===== src/rtl/ibex_l2_rf_pkg.sv =====
// Shared types and helpers for the L2 register-file scheduler.
// is_l2_addr decides which register indices live in the single-ported L2 array.
package ibex_l2_rf_pkg;

  typedef enum logic [1:0] {
    IDLE,
    RD_A,
    RD_B,
    RESP
  } l2_sched_state_e;

  localparam int unsigned L1BaseDefault = 12;
  localparam int unsigned L1NumDefault  = 4;

  function automatic logic is_l2_addr(input logic [4:0] a, input int unsigned base,
                                      input int unsigned num);
    logic [31:0] w_a;
    w_a = {27'd0, a};
    return (a != 5'd0) && !((w_a >= base) && (w_a < base + num));
  endfunction

endpackage


===== src/rtl/ibex_l2_rf_scheduler_if.sv =====
// Bus bundle between the ID/WB stages, the scheduler and the L2 array port.
// slave = scheduler view; master = core plus array side.
interface ibex_l2_rf_scheduler_if #(
  parameter int DataWidth = 32
);
  logic                 rd_req_i;
  logic [4:0]           raddr_a_i;
  logic [4:0]           raddr_b_i;
  logic                 rd_b_en_i;
  logic                 rd_valid_o;
  logic [DataWidth-1:0] rdata_a_o;
  logic [DataWidth-1:0] rdata_b_o;
  logic                 stall_o;
  logic                 wr_req_i;
  logic [4:0]           waddr_i;
  logic [DataWidth-1:0] wdata_i;
  logic                 wr_ready_o;
  logic [4:0]           l2_addr_o;
  logic                 l2_we_o;
  logic [DataWidth-1:0] l2_wdata_o;
  logic [DataWidth-1:0] l2_rdata_i;

  modport slave (
    input  rd_req_i, raddr_a_i, raddr_b_i, rd_b_en_i, wr_req_i, waddr_i, wdata_i, l2_rdata_i,
    output rd_valid_o, rdata_a_o, rdata_b_o, stall_o, wr_ready_o, l2_addr_o, l2_we_o, l2_wdata_o
  );

  modport master (
    output rd_req_i, raddr_a_i, raddr_b_i, rd_b_en_i, wr_req_i, waddr_i, wdata_i, l2_rdata_i,
    input  rd_valid_o, rdata_a_o, rdata_b_o, stall_o, wr_ready_o, l2_addr_o, l2_we_o, l2_wdata_o
  );

endinterface


===== src/rtl/ibex_l2_rf_scheduler_wr_buf.sv =====
// One-entry L2 write-back buffer: accepts when empty or draining, and exposes
// its entry for forwarding into operand capture.
module ibex_l2_wr_buf #(
  parameter int DataWidth = 32
) (
  input  logic                 clk_i,
  input  logic                 rst_i,
  input  logic                 i_enq,
  input  logic [4:0]           i_enq_addr,
  input  logic [DataWidth-1:0] i_enq_data,
  input  logic                 i_drain_en,
  input  logic [4:0]           i_lkup_addr,
  output logic                 o_valid,
  output logic                 o_ready,
  output logic [4:0]           o_addr,
  output logic [DataWidth-1:0] o_data,
  output logic                 o_fwd_hit,
  output logic [DataWidth-1:0] o_fwd_data
);

  logic                 r_valid;
  logic [4:0]           r_addr;
  logic [DataWidth-1:0] r_data;
  logic                 w_drain;

  assign w_drain = r_valid && i_drain_en;

  // Enqueue wins over drain so a same-cycle refill leaves the new entry behind.
  always_ff @(posedge clk_i) begin
    if (rst_i) begin
      r_valid <= 1'b0;
      r_addr  <= '0;
      r_data  <= '0;
    end else if (i_enq) begin
      r_valid <= 1'b1;
      r_addr  <= i_enq_addr;
      r_data  <= i_enq_data;
    end else if (w_drain) begin
      r_valid <= 1'b0;
    end
  end

  assign o_valid    = r_valid;
  assign o_ready    = !r_valid || i_drain_en;
  assign o_addr     = r_addr;
  assign o_data     = r_data;
  assign o_fwd_hit  = r_valid && (r_addr == i_lkup_addr);
  assign o_fwd_data = r_data;

endmodule


===== src/rtl/ibex_l2_rf_scheduler.sv =====
// Serialises up to two operand reads through the single L2 port and drains
// write-backs from a one-entry buffer whenever the port is not reading.
module ibex_l2_rf_scheduler
  import ibex_l2_rf_pkg::*;
#(
  parameter int          DataWidth = 32,
  parameter int unsigned L1Base    = L1BaseDefault,
  parameter int unsigned L1Num     = L1NumDefault
) (
  input logic                   clk_i,
  input logic                   rst_i,
  ibex_l2_rf_scheduler_if.slave bus
);

  l2_sched_state_e      r_state, w_state_nxt;
  logic [DataWidth-1:0] r_buf_a, r_buf_b;
  logic                 r_need_b, r_dup_b;

  logic                 w_need_a, w_need_b, w_dup_b;
  logic                 w_wr_is_l2, w_enq, w_drain_en;
  logic                 w_wb_valid, w_wb_ready, w_fwd_hit;
  logic [4:0]           w_wb_addr, w_rd_addr;
  logic [DataWidth-1:0] w_wb_data, w_fwd_data, w_cap;
  logic                 w_rd_valid, w_l2_we;
  logic [4:0]           w_l2_addr;
  logic [DataWidth-1:0] w_l2_wdata;

  assign w_need_a   = is_l2_addr(bus.raddr_a_i, L1Base, L1Num);
  assign w_dup_b    = bus.rd_b_en_i && w_need_a && (bus.raddr_b_i == bus.raddr_a_i);
  assign w_need_b   = bus.rd_b_en_i && is_l2_addr(bus.raddr_b_i, L1Base, L1Num) && !w_dup_b;

  // Non-L2 writes are acked unconditionally and never reach the buffer.
  assign w_wr_is_l2 = is_l2_addr(bus.waddr_i, L1Base, L1Num);
  assign w_drain_en = (r_state == IDLE) || (r_state == RESP);
  assign w_enq      = bus.wr_req_i && w_wr_is_l2 && w_wb_ready;
  assign w_rd_addr  = (r_state == RD_B) ? bus.raddr_b_i : bus.raddr_a_i;

  ibex_l2_wr_buf #(
    .DataWidth (DataWidth)
  ) u_wr_buf (
    .clk_i       (clk_i),
    .rst_i       (rst_i),
    .i_enq       (w_enq),
    .i_enq_addr  (bus.waddr_i),
    .i_enq_data  (bus.wdata_i),
    .i_drain_en  (w_drain_en),
    .i_lkup_addr (w_rd_addr),
    .o_valid     (w_wb_valid),
    .o_ready     (w_wb_ready),
    .o_addr      (w_wb_addr),
    .o_data      (w_wb_data),
    .o_fwd_hit   (w_fwd_hit),
    .o_fwd_data  (w_fwd_data)
  );

  // Youngest data wins: same-cycle write, then buffered write, then the array.
  always_comb begin
    w_cap = bus.l2_rdata_i;
    if (w_enq && (bus.waddr_i == w_rd_addr)) begin
      w_cap = bus.wdata_i;
    end else if (w_fwd_hit) begin
      w_cap = w_fwd_data;
    end
  end

  always_comb begin
    w_state_nxt = r_state;
    w_rd_valid  = 1'b0;
    w_l2_we     = 1'b0;
    w_l2_addr   = '0;
    w_l2_wdata  = '0;
    unique case (r_state)
      IDLE: begin
        if (bus.rd_req_i) begin
          if (w_need_a)      w_state_nxt = RD_A;
          else if (w_need_b) w_state_nxt = RD_B;
          else               w_state_nxt = RESP;
        end
      end
      RD_A: begin
        w_l2_addr   = bus.raddr_a_i;
        w_state_nxt = r_need_b ? RD_B : RESP;
      end
      RD_B: begin
        w_l2_addr   = bus.raddr_b_i;
        w_state_nxt = RESP;
      end
      RESP: begin
        w_rd_valid  = 1'b1;
        w_state_nxt = IDLE;
      end
      default: w_state_nxt = IDLE;
    endcase
    if (w_drain_en && w_wb_valid) begin
      w_l2_we    = 1'b1;
      w_l2_addr  = w_wb_addr;
      w_l2_wdata = w_wb_data;
    end
  end

  always_ff @(posedge clk_i) begin
    if (rst_i) begin
      r_state  <= IDLE;
      r_buf_a  <= '0;
      r_buf_b  <= '0;
      r_need_b <= 1'b0;
      r_dup_b  <= 1'b0;
    end else begin
      r_state <= w_state_nxt;
      unique case (r_state)
        IDLE: begin
          if (bus.rd_req_i) begin
            r_buf_a  <= '0;
            r_buf_b  <= '0;
            r_need_b <= w_need_b;
            r_dup_b  <= w_dup_b;
          end
        end
        RD_A: begin
          r_buf_a <= w_cap;
          // A duplicated B address goes RD_A -> RESP, so B takes A's value here.
          if (r_dup_b) r_buf_b <= w_cap;
        end
        RD_B:    r_buf_b <= w_cap;
        default: ;
      endcase
    end
  end

  assign bus.rd_valid_o = w_rd_valid;
  assign bus.stall_o    = bus.rd_req_i && !w_rd_valid;
  assign bus.rdata_a_o  = r_buf_a;
  assign bus.rdata_b_o  = r_buf_b;
  assign bus.wr_ready_o = !w_wr_is_l2 || w_wb_ready;
  assign bus.l2_addr_o  = w_l2_addr;
  assign bus.l2_we_o    = w_l2_we;
  assign bus.l2_wdata_o = w_l2_wdata;

  a_req_held : assert property (@(posedge clk_i) disable iff (rst_i)
    ((r_state == RD_A) || (r_state == RD_B)) |-> bus.rd_req_i);

endmodule


===== src/flat_wrapper.sv =====
// flat-port wrapper written by rule: the top's interface ports become plain ports
module ibex_l2_rf_scheduler_flat import ibex_l2_rf_pkg::*;
#(
  parameter int          DataWidth = 32,
  parameter int unsigned L1Base    = L1BaseDefault,
  parameter int unsigned L1Num     = L1NumDefault
)
  (clk_i, rst_i, bus_rd_req_i, bus_raddr_a_i, bus_raddr_b_i, bus_rd_b_en_i, bus_wr_req_i, bus_waddr_i, bus_wdata_i, bus_l2_rdata_i, bus_rd_valid_o, bus_rdata_a_o, bus_rdata_b_o, bus_stall_o, bus_wr_ready_o, bus_l2_addr_o, bus_l2_we_o, bus_l2_wdata_o);
  ibex_l2_rf_scheduler_if #(.DataWidth(DataWidth)) bus_i ();
  input logic clk_i;
  input logic rst_i;
  input wire logic [$bits(bus_i.rd_req_i)-1:0] bus_rd_req_i;
  input wire logic [$bits(bus_i.raddr_a_i)-1:0] bus_raddr_a_i;
  input wire logic [$bits(bus_i.raddr_b_i)-1:0] bus_raddr_b_i;
  input wire logic [$bits(bus_i.rd_b_en_i)-1:0] bus_rd_b_en_i;
  input wire logic [$bits(bus_i.wr_req_i)-1:0] bus_wr_req_i;
  input wire logic [$bits(bus_i.waddr_i)-1:0] bus_waddr_i;
  input wire logic [$bits(bus_i.wdata_i)-1:0] bus_wdata_i;
  input wire logic [$bits(bus_i.l2_rdata_i)-1:0] bus_l2_rdata_i;
  output wire logic [$bits(bus_i.rd_valid_o)-1:0] bus_rd_valid_o;
  output wire logic [$bits(bus_i.rdata_a_o)-1:0] bus_rdata_a_o;
  output wire logic [$bits(bus_i.rdata_b_o)-1:0] bus_rdata_b_o;
  output wire logic [$bits(bus_i.stall_o)-1:0] bus_stall_o;
  output wire logic [$bits(bus_i.wr_ready_o)-1:0] bus_wr_ready_o;
  output wire logic [$bits(bus_i.l2_addr_o)-1:0] bus_l2_addr_o;
  output wire logic [$bits(bus_i.l2_we_o)-1:0] bus_l2_we_o;
  output wire logic [$bits(bus_i.l2_wdata_o)-1:0] bus_l2_wdata_o;
  assign bus_i.rd_req_i = bus_rd_req_i;
  assign bus_i.raddr_a_i = bus_raddr_a_i;
  assign bus_i.raddr_b_i = bus_raddr_b_i;
  assign bus_i.rd_b_en_i = bus_rd_b_en_i;
  assign bus_i.wr_req_i = bus_wr_req_i;
  assign bus_i.waddr_i = bus_waddr_i;
  assign bus_i.wdata_i = bus_wdata_i;
  assign bus_i.l2_rdata_i = bus_l2_rdata_i;
  assign bus_rd_valid_o = bus_i.rd_valid_o;
  assign bus_rdata_a_o = bus_i.rdata_a_o;
  assign bus_rdata_b_o = bus_i.rdata_b_o;
  assign bus_stall_o = bus_i.stall_o;
  assign bus_wr_ready_o = bus_i.wr_ready_o;
  assign bus_l2_addr_o = bus_i.l2_addr_o;
  assign bus_l2_we_o = bus_i.l2_we_o;
  assign bus_l2_wdata_o = bus_i.l2_wdata_o;
  ibex_l2_rf_scheduler #(.DataWidth(DataWidth), .L1Base(L1Base), .L1Num(L1Num)) u_core (.clk_i(clk_i), .rst_i(rst_i), .bus(bus_i));
endmodule

===== config.mk =====
export PLATFORM = sky130hd
export DESIGN_NAME = ibex_l2_rf_scheduler_flat
export DESIGN_NICKNAME = d
export VERILOG_FILES = /design/src/rtl/ibex_l2_rf_pkg.sv /design/src/rtl/ibex_l2_rf_scheduler_if.sv /design/src/rtl/ibex_l2_rf_scheduler_wr_buf.sv /design/src/rtl/ibex_l2_rf_scheduler.sv /design/src/flat_wrapper.sv
export SDC_FILE = /design/constraint.sdc
export NUM_CORES = 1
export LEC_CHECK = 0
export BUFFER_PORTS_ARGS = -buffer_cell sky130_fd_sc_hd__buf_2
export CAP_MARGIN = 25
export CELL_PAD_IN_SITES_DETAIL_PLACEMENT = 1
export CELL_PAD_IN_SITES_GLOBAL_PLACEMENT = 2
export CORE_AREA = 3 3 114 160
export CTS_CLUSTER_DIAMETER = 100
export CTS_CLUSTER_SIZE = 24
export DETAILED_ROUTE_END_ITERATION = 8
export DIE_AREA = 0 0 117 163
export PLACE_DENSITY = 0.81
export SLEW_MARGIN = 20
export SYNTH_ARGS = -nofsm -noshare
export SYNTH_HDL_FRONTEND = slang
export SYNTH_SLANG_ARGS = --single-unit

===== constraint.sdc =====
create_clock -name clk_i -period 5 [get_ports clk_i]
set_input_delay 1.25 -clock clk_i [delete_from_list [all_inputs] [get_ports clk_i]]
set_output_delay 1.25 -clock clk_i [all_outputs]
set_load 0.01 [all_outputs]

==> flow_summary.ini <==
[min_path]
hp-start = u_core.bus.rdata_a_o[15]$_SDFFE_PP0P_
min_path_type = reg2reg
hold_path_depth = 2

[final_layout]
layout_commonest_cell = buf_2
utilization = 0.3856
drive_above_1_share = 0.3021
final_nets = 841
fillCellCount = 2047
final_cell_mix = buf_2 (188), dfxtp_1 (105), nand2_1 (95)
area_growth_pct = 28.08

[pwr]
clockPowerShare = 0.244
p_leak_nw = 2.778
combPwrFrac = 0.364
p_int_mw = 1.781
p_seq_frac = 0.393
p_sw_mw = 1.136
powerDensity_nw_per_um2 = 450.0
irDropWorstVdd_mv = 0.2232
swShare = 0.3895

[grt]
grt_usage = 0.2104
grt-ovfl-total = 0
antenna_found_initial = 2
grt_max_degree = 47
grt_pass1_vias = 5721
grt_first_pass_wirelength_mm = 31.13

[setup_path]
max_stage_delay_ns = 1.01
critPathCaptureType = primary output
crit_path_max_fanout = 42
ff2ff_path_depth = 9
worstReg2RegStart = u_core.r_state[0]$_SDFFE_PP0P_
startpoint_type = flop
crit_start = u_core.u_wr_buf.o_valid$_SDFFE_PP0P_
slowest_stage = dfxtp_2
required_ns = 3.75
path_class = reg2out
crit_chain = nor2b_2 > buf_4 > and2_1 > buf_2
worstPathArrival_ns = 2.50

[clock_tree]
cts_resized = 0
ctsHoldBuffers = 0
htree_levels = 3
clock_sinks = 106
cts.clk_slew.worst_paths_ns = 0.08
cts_buffer_depth = 2
clockRootBuffer = clkbuf_16
post_cts_buffers = 0
cts_made_buffers = 9
cts_tree = done
clock_latency_ns = 0.35

[sta]
setup_violations = 0
relSlewSlack = 0.3169
rsz0062_at_grt = false
period_share = 0.7500
max_slew.worst_pin.slew_ns = 1.025
max_freq_mhz = 266.7
final_hold_viol_count = 0
fin_setup_tns_ns = 0
drv_slew = 0
final.setup_skew_ns = 0.01188
min_period_ns = 3.750

[synth]
ys_seq_elements = 106
yosysWarnings = 0
syn_area_per_cell_um2 = 8.451
synthCells = 599
synth.net_count = 687
ys_types = 37
async_flop_share = 0
synth-edff-count = 0
synth_top_area_frac = 0.4192
synth_area_leader_cell = dfxtp_1
synth.top_cells.by_area = dfxtp_1 (42%), a22o_1 (12%), nand2_1 (7.0%), nand4b_1 (5.4%), a21oi_1 (4.3%)
ys_seq_area_frac = 0.4192
synth_area_um2 = 5062
ys.flop_type = dfxtp_1

[place]
place_congestion = 0.8692
dp_hpwl_mm = 14.12
io_buffers = 188

[detailed_routing]
vias = 5370
ant_nets = 0
drc_errors = 0
drtIter0Drc = 243
dr.pass1.iters = 4
vias_per_cell = 5.576
routedWlPerCell_um = 21.25
wirelength_mm = 20.47

[run]
maxCapViolCount = 0

[floorplan]
rows = 56
die_w_um = 117
die_area_um2 = 19070
pin_count = 189
die_h_um = 163
core_area_um2 = 16820
initial_utilization = 0.3010

[run_status]
status = completed
==> stage by stage <==
stage | setup slack [ns] | instance area [um2] | power (mW) | cells | hold slack (ns)
after floorplan | 1.693 | 5062 | 1.754 | 599 | 0.4323
after global placement | 1.355 | 6160 | 2.194 | 944 | 0.4356
after detailed placement | 1.297 | 6187 | 2.239 | 945 | 0.4513
after CTS | 1.274 | 6479 | 2.945 | 961 | 0.4607
after global routing | 1.117 | 6484 | 3.076 | 963 | 0.4940
final | 1.250 | 6484 | 2.918 | 963 | 0.4563
==> worst max-delay path: cells and delay by family (launching register included) <==
family,cells,cell delay [ns]
flops,1,1.01
buf+inv,2,0.49
simple gates,2,0.63
==> kinds of logic after synthesis <==
family                   after synthesis  share of synthesized area
adder cells (fa/ha/maj)                4                   0.009887
buffers and inverters                 63                    0.05141
AO/OA/AOI/OAI                        189                     0.2472
XOR/XNOR                              15                    0.02595
multiplexers                           5                    0.01063
AND/OR/NAND/NOR                      217                     0.2358
flip-flops                           106                     0.4192
==> sequential cells by signal, indices dropped and copies added (netlist names) <==
signal / flops
u_core.bus.rdata_a_o: 32
u_core.bus.rdata_b_o: 32
u_core.r_dup_b: 1
u_core.r_need_b: 1
u_core.r_state: 2
u_core.u_wr_buf.o_addr: 5
u_core.u_wr_buf.o_data: 32
u_core.u_wr_buf.o_valid: 1
==> metal layers <==
metal | share of wire | global-route usage | wire length (um) | up-vias
met5 | 0 | 0 | 0 | -
met3 | 0.054 | 0.03309 | 1114 | 33
met1 | 0.38 | 0.2302 | 7725 | 2641
met4 | 0.027 | 0.08294 | 543 | 0
li1 | - | - | - | 2524
met2 | 0.54 | 0.3946 | 11080 | 172
==> cell usage after synthesis, types with 2 or more instances <==
| master | number |
|---|---|
| buf_6 | 2 |
| nand2_1 | 95 |
| nor2_1 | 5 |
| a22o_1 | 67 |
| xor2_1 | 7 |
| and2_1 | 32 |
| nand3_1 | 4 |
| or4_1 | 2 |
| clkbuf_1 | 48 |
| nand4b_1 | 31 |
| nand2b_1 | 2 |
| nor3_1 | 3 |
| mux2i_1 | 4 |
| buf_2 | 7 |
| nor2b_1 | 4 |
| dfxtp_1 | 106 |
| o21ai_0 | 9 |
| a21oi_1 | 43 |
| xnor2_1 | 8 |
| a31oi_1 | 31 |
| o21ai_1 | 34 |
| buf_1 | 3 |
| nor4_1 | 33 |
| ha_1 | 4 |
| inv_1 | 3 |
==> power by group through the flow <==
stage | registers (mW) | logic, mW | clock network (mW)
global placement | 1.16 | 1.04 | 0
CTS | 1.15 | 1.08 | 0.723
floorplan | 1.19 | 0.568 | 0
finish | 1.15 | 1.06 | 0.711
detailed placement | 1.16 | 1.07 | 0
global route | 1.17 | 1.15 | 0.753
==> layout make-up <==
cell class,count,area [um2],area share
Sequential cell,106,2123,0.3275
Antenna cell,2,5.005,0.0007719
Multi-Input combinational cell,430,2725,0.4203
Inverter,3,11.26,0.001737
Tap cell,203,254.0,0.03917
Timing Repair Buffer,203,1074,0.1656
Clock inverter,4,35.03,0.005403
Clock buffer,12,256.5,0.03956
==> path summary, 6_finish.rpt <==
| kind | end | slack [ns] |
|---|---|---|
| max reg2reg | u_core.bus.rdata_a_o[3]$_SDFFE_PP0P_ | 1.66 |
| min | u_core.bus.rdata_a_o[15]$_SDFFE_PP0P_ | 0.46 |
| min reg2reg | u_core.bus.rdata_a_o[15]$_SDFFE_PP0P_ | 0.46 |
| max | bus_l2_wdata_o[15] | 1.25 |
(Power assumes the default switching activity.)
